$ cat config.mk
export PLATFORM = sky130hd
export DESIGN_NAME = instr_fetch_seq_flat
export DESIGN_NICKNAME = d
export VERILOG_FILES = /design/src/rtl/instr_fetch_seq_if.sv /design/src/rtl/instr_fetch_seq.sv /design/src/flat_wrapper.sv
export SDC_FILE = /design/constraint.sdc
export NUM_CORES = 1
export LEC_CHECK = 0
export CORE_MARGIN = 1.5
export CORE_UTILIZATION = 42
export CTS_CLUSTER_SIZE = 24
export DETAILED_ROUTE_END_ITERATION = 12
export HOLD_SLACK_MARGIN = 0.06
export PLACE_DENSITY = 0.78
export SYNTH_ARGS = -nofsm -noshare
export SYNTH_HDL_FRONTEND = slang
export SYNTH_SLANG_ARGS = --single-unit
$ cat constraint.sdc
create_clock -name clk -period 3.6 [get_ports clk]
set_input_delay 0.54 -clock clk [delete_from_list [all_inputs] [get_ports clk]]
set_output_delay 0.54 -clock clk [all_outputs]
set_load 0.03 [all_outputs]
$ cat src/rtl/instr_fetch_seq_if.sv
// ---------------------------------------------------------------------------
// instr_fetch_seq_if
//   Bundles every non-clock signal of the instruction fetch/issue sequencer:
//   the instruction-memory read channel, the decoder/ALU feedback that
//   steers the next PC, and the issued-instruction outputs.
//
//   Parameters
//     PC_W     PC width in bits (byte address)
//     IMEM_AW  instruction-memory word-address width
//
//   Signals (direction given from the sequencer's point of view)
//     imem_req      out  fetch request, held until imem_rvalid
//     imem_addr     out  word address, stable while imem_req=1
//     imem_rvalid   in   read data valid, qualifies imem_rdata
//     imem_rdata    in   instruction word
//     stall_in      in   external hold of the issued instruction
//     zero          in   ALU zero flag for the issued instruction
//     branch_on_eq  in   decoder output
//     branch_on_neq in   decoder output
//     jump          in   decoder output
//     jr_target     in   rs register value, used by jump-register
//     instr         out  instruction register
//     opcode        out  instr[31:26], or the NOP opcode while nothing issues
//     funct         out  instr[5:0]
//     instr_valid   out  instr is issued this cycle
//     pc            out  address of instr
//     pc_plus4      out  pc+4, also the jal link value
//
//   Handshake: imem_req is the request and imem_rvalid the response. A
//   request is raised together with imem_addr and both stay unchanged until
//   the cycle in which imem_rvalid is seen high while imem_req is high; that
//   cycle completes the transfer and imem_rdata is captured. imem_rvalid
//   while imem_req is low carries no meaning and is ignored.
//
//   Modports
//     master  the sequencer
//     slave   the memory/decoder/datapath environment
// ---------------------------------------------------------------------------
interface instr_fetch_seq_if #(
  parameter int PC_W    = 32,
  parameter int IMEM_AW = 10
);
  logic               imem_req;
  logic [IMEM_AW-1:0] imem_addr;
  logic               imem_rvalid;
  logic [31:0]        imem_rdata;
  logic               stall_in;
  logic               zero;
  logic               branch_on_eq;
  logic               branch_on_neq;
  logic               jump;
  logic [PC_W-1:0]    jr_target;
  logic [31:0]        instr;
  logic [5:0]         opcode;
  logic [5:0]         funct;
  logic               instr_valid;
  logic [PC_W-1:0]    pc;
  logic [PC_W-1:0]    pc_plus4;

  modport master (
    output imem_req, imem_addr,
    input  imem_rvalid, imem_rdata,
    input  stall_in, zero, branch_on_eq, branch_on_neq, jump, jr_target,
    output instr, opcode, funct, instr_valid, pc, pc_plus4
  );

  modport slave (
    input  imem_req, imem_addr,
    output imem_rvalid, imem_rdata,
    output stall_in, zero, branch_on_eq, branch_on_neq, jump, jr_target,
    input  instr, opcode, funct, instr_valid, pc, pc_plus4
  );
endinterface

$ cat src/rtl/instr_fetch_seq.sv
// ---------------------------------------------------------------------------
// instr_fetch_seq
//   Instruction fetch/issue sequencer sitting between instruction memory and
//   the control decoder/datapath. It fetches one word at a time, holds it in
//   the instruction register while it is issued, samples the decoder's
//   jump/branch outputs and the ALU zero flag during issue, and computes the
//   next PC. Fetching the halt opcode parks the sequencer until reset.
//
//   Parameters
//     PC_W          PC width in bits (byte address, at least 29)
//     IMEM_AW       imem word-address width; imem_addr = pc[IMEM_AW+1:2]
//     RESET_PC      PC loaded on reset
//     NOP_OPCODE    opcode presented while no instruction is issued
//     STALL_OPCODE  opcode that halts the sequencer
//
//   Ports
//     clk        clock
//     rst        synchronous, active-low reset
//     bus        instr_fetch_seq_if.master (imem channel, decoder feedback,
//                issued-instruction outputs)
//     state_dbg  current FSM state: 0 IDLE, 1 FETCH, 2 ISSUE, 3 HALT
//
//   Sequence: IDLE -> FETCH -> ISSUE -> FETCH ... ; ISSUE -> HALT on the
//   halt opcode. Best case throughput is one instruction every two cycles.
// ---------------------------------------------------------------------------
module instr_fetch_seq #(
  parameter int             PC_W         = 32,
  parameter int             IMEM_AW      = 10,
  parameter logic [PC_W-1:0] RESET_PC    = '0,
  parameter logic [5:0]     NOP_OPCODE   = 6'b111111,
  parameter logic [5:0]     STALL_OPCODE = 6'b000110
) (
  input  logic                clk,
  input  logic                rst,
  instr_fetch_seq_if.master   bus,
  output logic [1:0]          state_dbg
);

  localparam logic [5:0] OP_JR  = 6'b000000;  // R-type; jump flags it as jr
  localparam logic [5:0] OP_J   = 6'b000010;
  localparam logic [5:0] OP_JAL = 6'b000011;
  localparam logic [5:0] OP_BEQ = 6'b000100;
  localparam logic [5:0] OP_BNE = 6'b000101;

  typedef enum logic [1:0] {
    S_IDLE  = 2'd0,
    S_FETCH = 2'd1,
    S_ISSUE = 2'd2,
    S_HALT  = 2'd3
  } state_t;

  state_t          state_q, state_d;
  logic [PC_W-1:0] pc_q, pc_d;
  logic [31:0]     instr_q, instr_d;

  logic [5:0]      instr_op;
  logic [PC_W-1:0] pc_plus4;
  logic [PC_W-1:0] branch_off;
  logic [PC_W-1:0] next_pc;
  logic            take_branch;
  logic            is_jr;
  logic            is_jabs;

  // --------------------------------------------------------------------------
  // State register
  // --------------------------------------------------------------------------
  always_ff @(posedge clk) begin
    if (!rst) begin
      state_q <= S_IDLE;
      pc_q    <= RESET_PC;
      instr_q <= {NOP_OPCODE, 26'b0};
    end else begin
      state_q <= state_d;
      pc_q    <= pc_d;
      instr_q <= instr_d;
    end
  end

  // --------------------------------------------------------------------------
  // Next-PC computation. Only consumed in ISSUE, where instr_q holds the
  // issued instruction, so the raw opcode field is used here rather than the
  // NOP-masked output.
  // --------------------------------------------------------------------------
  assign instr_op   = instr_q[31:26];
  assign pc_plus4   = pc_q + PC_W'(4);
  assign branch_off = {{(PC_W-18){instr_q[15]}}, instr_q[15:0], 2'b00};

  assign is_jr   = bus.jump && (instr_op == OP_JR);
  assign is_jabs = bus.jump && ((instr_op == OP_J) || (instr_op == OP_JAL));

  // The decoder raises branch_on_eq for ALU ops as well, so the branch is
  // only honoured when the opcode really is a branch.
  assign take_branch = ((instr_op == OP_BEQ) && bus.branch_on_eq  &&  bus.zero) ||
                       ((instr_op == OP_BNE) && bus.branch_on_neq && !bus.zero);

  always_comb begin
    next_pc = pc_plus4;
    if (is_jr) begin
      // Misaligned register targets are forced onto a word boundary.
      next_pc = {bus.jr_target[PC_W-1:2], 2'b00};
    end else if (is_jabs) begin
      next_pc = {pc_plus4[PC_W-1:28], instr_q[25:0], 2'b00};
    end else if (take_branch) begin
      next_pc = pc_plus4 + branch_off;
    end
  end

  // --------------------------------------------------------------------------
  // FSM next state
  // --------------------------------------------------------------------------
  always_comb begin
    state_d = state_q;
    pc_d    = pc_q;
    instr_d = instr_q;
    case (state_q)
      S_IDLE: begin
        state_d = S_FETCH;
      end
      S_FETCH: begin
        // The response may arrive in the very first FETCH cycle.
        if (bus.imem_rvalid) begin
          instr_d = bus.imem_rdata;
          state_d = S_ISSUE;
        end
      end
      S_ISSUE: begin
        if (!bus.stall_in) begin
          if (instr_op == STALL_OPCODE) begin
            state_d = S_HALT;
          end else begin
            pc_d    = next_pc;
            state_d = S_FETCH;
          end
        end
      end
      S_HALT: begin
        state_d = S_HALT;
      end
      default: begin
        state_d = S_IDLE;
      end
    endcase
  end

  // --------------------------------------------------------------------------
  // Outputs (all decoded from registered state, so no input-to-output paths)
  // --------------------------------------------------------------------------
  assign bus.imem_req    = (state_q == S_FETCH);
  assign bus.imem_addr   = pc_q[IMEM_AW+1:2];
  assign bus.instr       = instr_q;
  assign bus.instr_valid = (state_q == S_ISSUE);
  assign bus.opcode      = (state_q == S_ISSUE) ? instr_q[31:26] : NOP_OPCODE;
  assign bus.funct       = instr_q[5:0];
  assign bus.pc          = pc_q;
  assign bus.pc_plus4    = pc_plus4;
  assign state_dbg       = state_q;

  // jr_target's byte-offset bits are intentionally discarded.
  logic unused_jr_low;
  assign unused_jr_low = ^bus.jr_target[1:0];

`ifndef SYNTHESIS
  // An outstanding request keeps its address until the response arrives.
  a_req_stable: assert property (@(posedge clk) disable iff (!rst)
    (bus.imem_req && !bus.imem_rvalid) |=> (bus.imem_req && $stable(bus.imem_addr)));

  // HALT is only left through reset.
  a_halt_sticky: assert property (@(posedge clk) disable iff (!rst)
    (state_q == S_HALT) |=> (state_q == S_HALT));
`endif

endmodule

$ cat src/flat_wrapper.sv
// flat-port wrapper written by rule: the top's interface ports become plain ports
module instr_fetch_seq_flat 
#(
  parameter int             PC_W         = 32,
  parameter int             IMEM_AW      = 10,
  parameter logic [PC_W-1:0] RESET_PC    = '0,
  parameter logic [5:0]     NOP_OPCODE   = 6'b111111,
  parameter logic [5:0]     STALL_OPCODE = 6'b000110
)
  (clk, rst, state_dbg, bus_imem_req, bus_imem_addr, bus_imem_rvalid, bus_imem_rdata, bus_stall_in, bus_zero, bus_branch_on_eq, bus_branch_on_neq, bus_jump, bus_jr_target, bus_instr, bus_opcode, bus_funct, bus_instr_valid, bus_pc, bus_pc_plus4);
  instr_fetch_seq_if #(.PC_W(PC_W), .IMEM_AW(IMEM_AW)) bus_i ();
  input  logic clk;
  input  logic rst;
  output logic [1:0] state_dbg;
  output wire logic [$bits(bus_i.imem_req)-1:0] bus_imem_req;
  output wire logic [$bits(bus_i.imem_addr)-1:0] bus_imem_addr;
  input wire logic [$bits(bus_i.imem_rvalid)-1:0] bus_imem_rvalid;
  input wire logic [$bits(bus_i.imem_rdata)-1:0] bus_imem_rdata;
  input wire logic [$bits(bus_i.stall_in)-1:0] bus_stall_in;
  input wire logic [$bits(bus_i.zero)-1:0] bus_zero;
  input wire logic [$bits(bus_i.branch_on_eq)-1:0] bus_branch_on_eq;
  input wire logic [$bits(bus_i.branch_on_neq)-1:0] bus_branch_on_neq;
  input wire logic [$bits(bus_i.jump)-1:0] bus_jump;
  input wire logic [$bits(bus_i.jr_target)-1:0] bus_jr_target;
  output wire logic [$bits(bus_i.instr)-1:0] bus_instr;
  output wire logic [$bits(bus_i.opcode)-1:0] bus_opcode;
  output wire logic [$bits(bus_i.funct)-1:0] bus_funct;
  output wire logic [$bits(bus_i.instr_valid)-1:0] bus_instr_valid;
  output wire logic [$bits(bus_i.pc)-1:0] bus_pc;
  output wire logic [$bits(bus_i.pc_plus4)-1:0] bus_pc_plus4;
  assign bus_imem_req = bus_i.imem_req;
  assign bus_imem_addr = bus_i.imem_addr;
  assign bus_i.imem_rvalid = bus_imem_rvalid;
  assign bus_i.imem_rdata = bus_imem_rdata;
  assign bus_i.stall_in = bus_stall_in;
  assign bus_i.zero = bus_zero;
  assign bus_i.branch_on_eq = bus_branch_on_eq;
  assign bus_i.branch_on_neq = bus_branch_on_neq;
  assign bus_i.jump = bus_jump;
  assign bus_i.jr_target = bus_jr_target;
  assign bus_instr = bus_i.instr;
  assign bus_opcode = bus_i.opcode;
  assign bus_funct = bus_i.funct;
  assign bus_instr_valid = bus_i.instr_valid;
  assign bus_pc = bus_i.pc;
  assign bus_pc_plus4 = bus_i.pc_plus4;
  instr_fetch_seq #(.PC_W(PC_W), .IMEM_AW(IMEM_AW), .RESET_PC(RESET_PC), .NOP_OPCODE(NOP_OPCODE), .STALL_OPCODE(STALL_OPCODE)) u_core (.clk(clk), .rst(rst), .bus(bus_i), .state_dbg(state_dbg));
endmodule
==> impl_results.md <==
- Crit Path Category: flip-flop to flip-flop
- Seq cells post-synth: 64
- MaxCap Viol Count: 0
- Crit-path max FO: 7
- Synth warn: 0
- Sequential Area: roughly 1300 um2
- Crit Reg-Reg Endpoint: u_core.bus.pc[29]
- Area contributors post-synth: dfxtp_1 23%, nand2_1 8.8%, ha_1 8.2%
- Distinct cell type count after synthesis: 75
- Site Rows: 41
- Unrepaired setup endpoints after global routing: yes
- IO Port Bufs: 187
- Total grt overflow: 0
- Final GP Congestion: 0.966
- Die height: 117 um
- CTS Hold Bufs: 0
- CP cell instances: nand2_1 -> or4_4 -> nor2_8 -> nand2_1 -> xnor2_1 -> ha_1 -> a21oi_1 -> o21bai_1 -> a21oi_1 -> o21ai_2 -> a2111oi_2 -> a311oi_1 -> a22o_1
- DRC: 0
- CP max stage delay: 0.68 ns
- Hold Violations, Final: 0
- Initial Util: 0.434
- Least-Margin Pin Slew: ~1.1 ns
- Largest net degree at the start of global routing: 45
- Dpl hpwl: 16000 um
- Area of the multi-input gates: 4190 um2
- Pleak: around 3.5 nW
- Final cell count without fillers: 1144
- Peak VDD IR: 0.000189 V
- Worst Hold Depth: 2
- DR iter-0 viols: 645
- Run status: complete, no violations
- DR WL/cell: 19.3 um
- Hold Path Sink: u_core.bus.instr[17]
- Total Wirelength: 22100 um
- Antenna violations before repair: 0
- Synth top area share: 0.233
- CTS H-tree lvls: 3
- Clk_skew: between 0.007 and 0.008 ns
- Final worst-path cycle share: 0.983
- DRT antenna net count: 0
- Worst reg2reg setup slack: around 0.060 ns
- Clk sinks: between 60 and 70
- Most numerous cell in the Yosys netlist: nand2_1
- Reg-to-reg startpoint: u_core.bus.pc[5]
- PD cells: 246 nW/um2
- Routed vias/inst: ~5.8
- Asr flop ratio synth: 0
- Placed insts: around 1100
- Critical path endpoint category: flip-flop
- # fillers: 1070
- Post-synth top cells: 129 x nand2_1, 77 x a21oi_1, 64 x dfxtp_1, 55 x nor2_1, 36 x ha_1
- I/O pin total: 194
- Critical Path AT: 3.77 ns
- EDFF count, synth: 0
- TritonCTS clock tree: built
- Setup violators final: 0
- Clock buffer count from CTS: 9
- ANT cells: 0
- Most used DFF post-synth: dfxtp_1
- Max-slew headroom: 0.245
- Post-synthesis cell count: 742
- Vias in the first global route: 6187
- Vias after detailed routing: around 6700
- Crit start category: flip-flop
- Hold WC Path Type: flip-flop to flip-flop
- CTS Root Cell: clkbuf_16
- Area grow syn2layout: 56.1%
- Die area: 13800 um2
- Worst r2r path cells: 13
- Hold Startpoint: u_core.bus.instr[17]
- Worst skew pair latency: 0.34 ns
- Cell Area, Synth: 5500 um2
- Worst EP required: ~3.8 ns
- Register area share after synthesis: 0.233
- DRT Pass-1 Iters: 5
- Clock transition at path regs: 0.06 ns
- Mean Syn Cell Area: 7.41 um2
- Global-route wire length before repair: roughly 33000 um
- Fmax: 283 MHz
- Share of layout cells above drive strength 1: 0.188
- Final Slew Violations: 0
- Layout Nets: about 1100
- Final worst slack: roughly 0.060 ns
- Core area: 12700 um2
- CTS max path bufs: 2
- Fin crit period: around 3.5 ns
- Largest area contributor in the netlist: dfxtp_1
- Slowest cell on the critical path: or4_4
- Gr usage total: 0.307
- Pre-CTS setup slack: -0.0107 ns
- Die W: 117 um
==> layout by cell type, fill, tap and decap left out, drive strengths merged, types with 16 or more instances in the layout <==
cell type | netlist | routed
a21oi | 77 | 77
xnor2 | 33 | 33
nor3 | 16 | 16
a21o | 17 | 17
ha | 36 | 36
nor2 | 56 | 56
xor2 | 16 | 16
nand3 | 34 | 34
buf | 24 | 85
clkdlybuf4s50 | 0 | 187
o21ai | 28 | 28
dfxtp | 64 | 64
nand2 | 129 | 129
==> worst max-delay path by stage <==
stage | start | end | slack (ns) | cells after the start
floorplan | u_core.bus.pc[2] | u_core.bus.pc[31] | -0.01 | 14
global placement | u_core.bus.pc[2] | u_core.bus.pc[27] | 0.04 | 16
detailed placement | u_core.bus.pc[4] | u_core.bus.pc[30] | -0.01 | 12
CTS | u_core.bus.pc[2] | u_core.bus.pc[31] | 0.009 | 15
global route | u_core.bus.pc[5] | u_core.bus.pc[29] | -0.09 | 12
finish | u_core.bus.pc[5] | u_core.bus.pc[29] | 0.06 | 13
==> kinds of logic after synthesis <==
group,Yosys count,synth area share
adders and majority gates,37,0.0856
xor gates and xnor gates,49,0.0829
and+or+nand+nor,297,0.255
other,1,0.000682
muxes,1,0.00182
AOI/OAI and AO/OA,220,0.269
DFF,64,0.233
buffers and inverters,73,0.0724
==> report_power, final <==
group / internal [mW] / leakage, nW / switching, mW
logic: 0.208 / 2.88 / 0.238
clock network: 0.551 / 0.143 / 0.342
registers: 0.730 / 0.530 / 0.0381
total: 1.49 / 3.55 / 0.618
==> per-stage QoR <==
| step | instance area [um2] | TNS [ns] | util | hold slack, ns | power, mW |
|---|---|---|---|---|---|
| global placement | 7980 | 0 | 0.630 | 0.459 | 1.21 |
| floorplan | 5690 | -0.0201 | - | 0.532 | 1.01 |
| CTS | 8350 | 0 | 0.659 | 0.479 | 2.09 |
| detailed placement | 7980 | -0.0107 | 0.630 | 0.470 | 1.21 |
| finish | 8580 | 0 | 0.677 | 0.483 | 2.11 |
| global route | 8580 | -0.165 | 0.677 | 0.510 | 2.17 |
==> layer usage <==
metal	global-route usage	vias up	wire length, um
met2	0.483	384	9900
met5	0	-	0
met3	0.0632	41	2470
met1	0.427	3125	9250
met4	0.0810	0	486
li1	-	3134	-
==> repair_timing <==
action,in CTS,in global routing
buffers inserted,8,5
endpoints found under the hold margin,0,0
setup endpoints to repair,2,9
pin swaps,3,19
gates resized for setup,5,38
==> flip-flops by register name (all words and copies together) (netlist names) <==
| register | count |
|---|---|
| u_core.state_dbg | 2 |
| u_core.bus.pc | 30 |
| u_core.bus.instr | 32 |
==> layout make-up <==
| type | instances | area share |
|---|---|---|
| multi-input cells | 608 | 0.489 |
| flip-flops and latches | 64 | 0.154 |
| inverters | 13 | 0.00569 |
| clock buffers | 12 | 0.0287 |
| well taps | 172 | 0.0251 |
| clock inverters | 3 | 0.00481 |
| repair buffers | 272 | 0.293 |
==> worst max-delay path, delay by kind of cell, from the launching register on <==
kind / cells / cell delay, ns
AOI/OAI and AO/OA: 7 / 1.47
and+or+nand+nor: 4 / 1.09
DFF: 1 / 0.39
adders and majority gates: 1 / 0.27
xor gates and xnor gates: 1 / 0.23
Power figures use the tool's default switching activity.
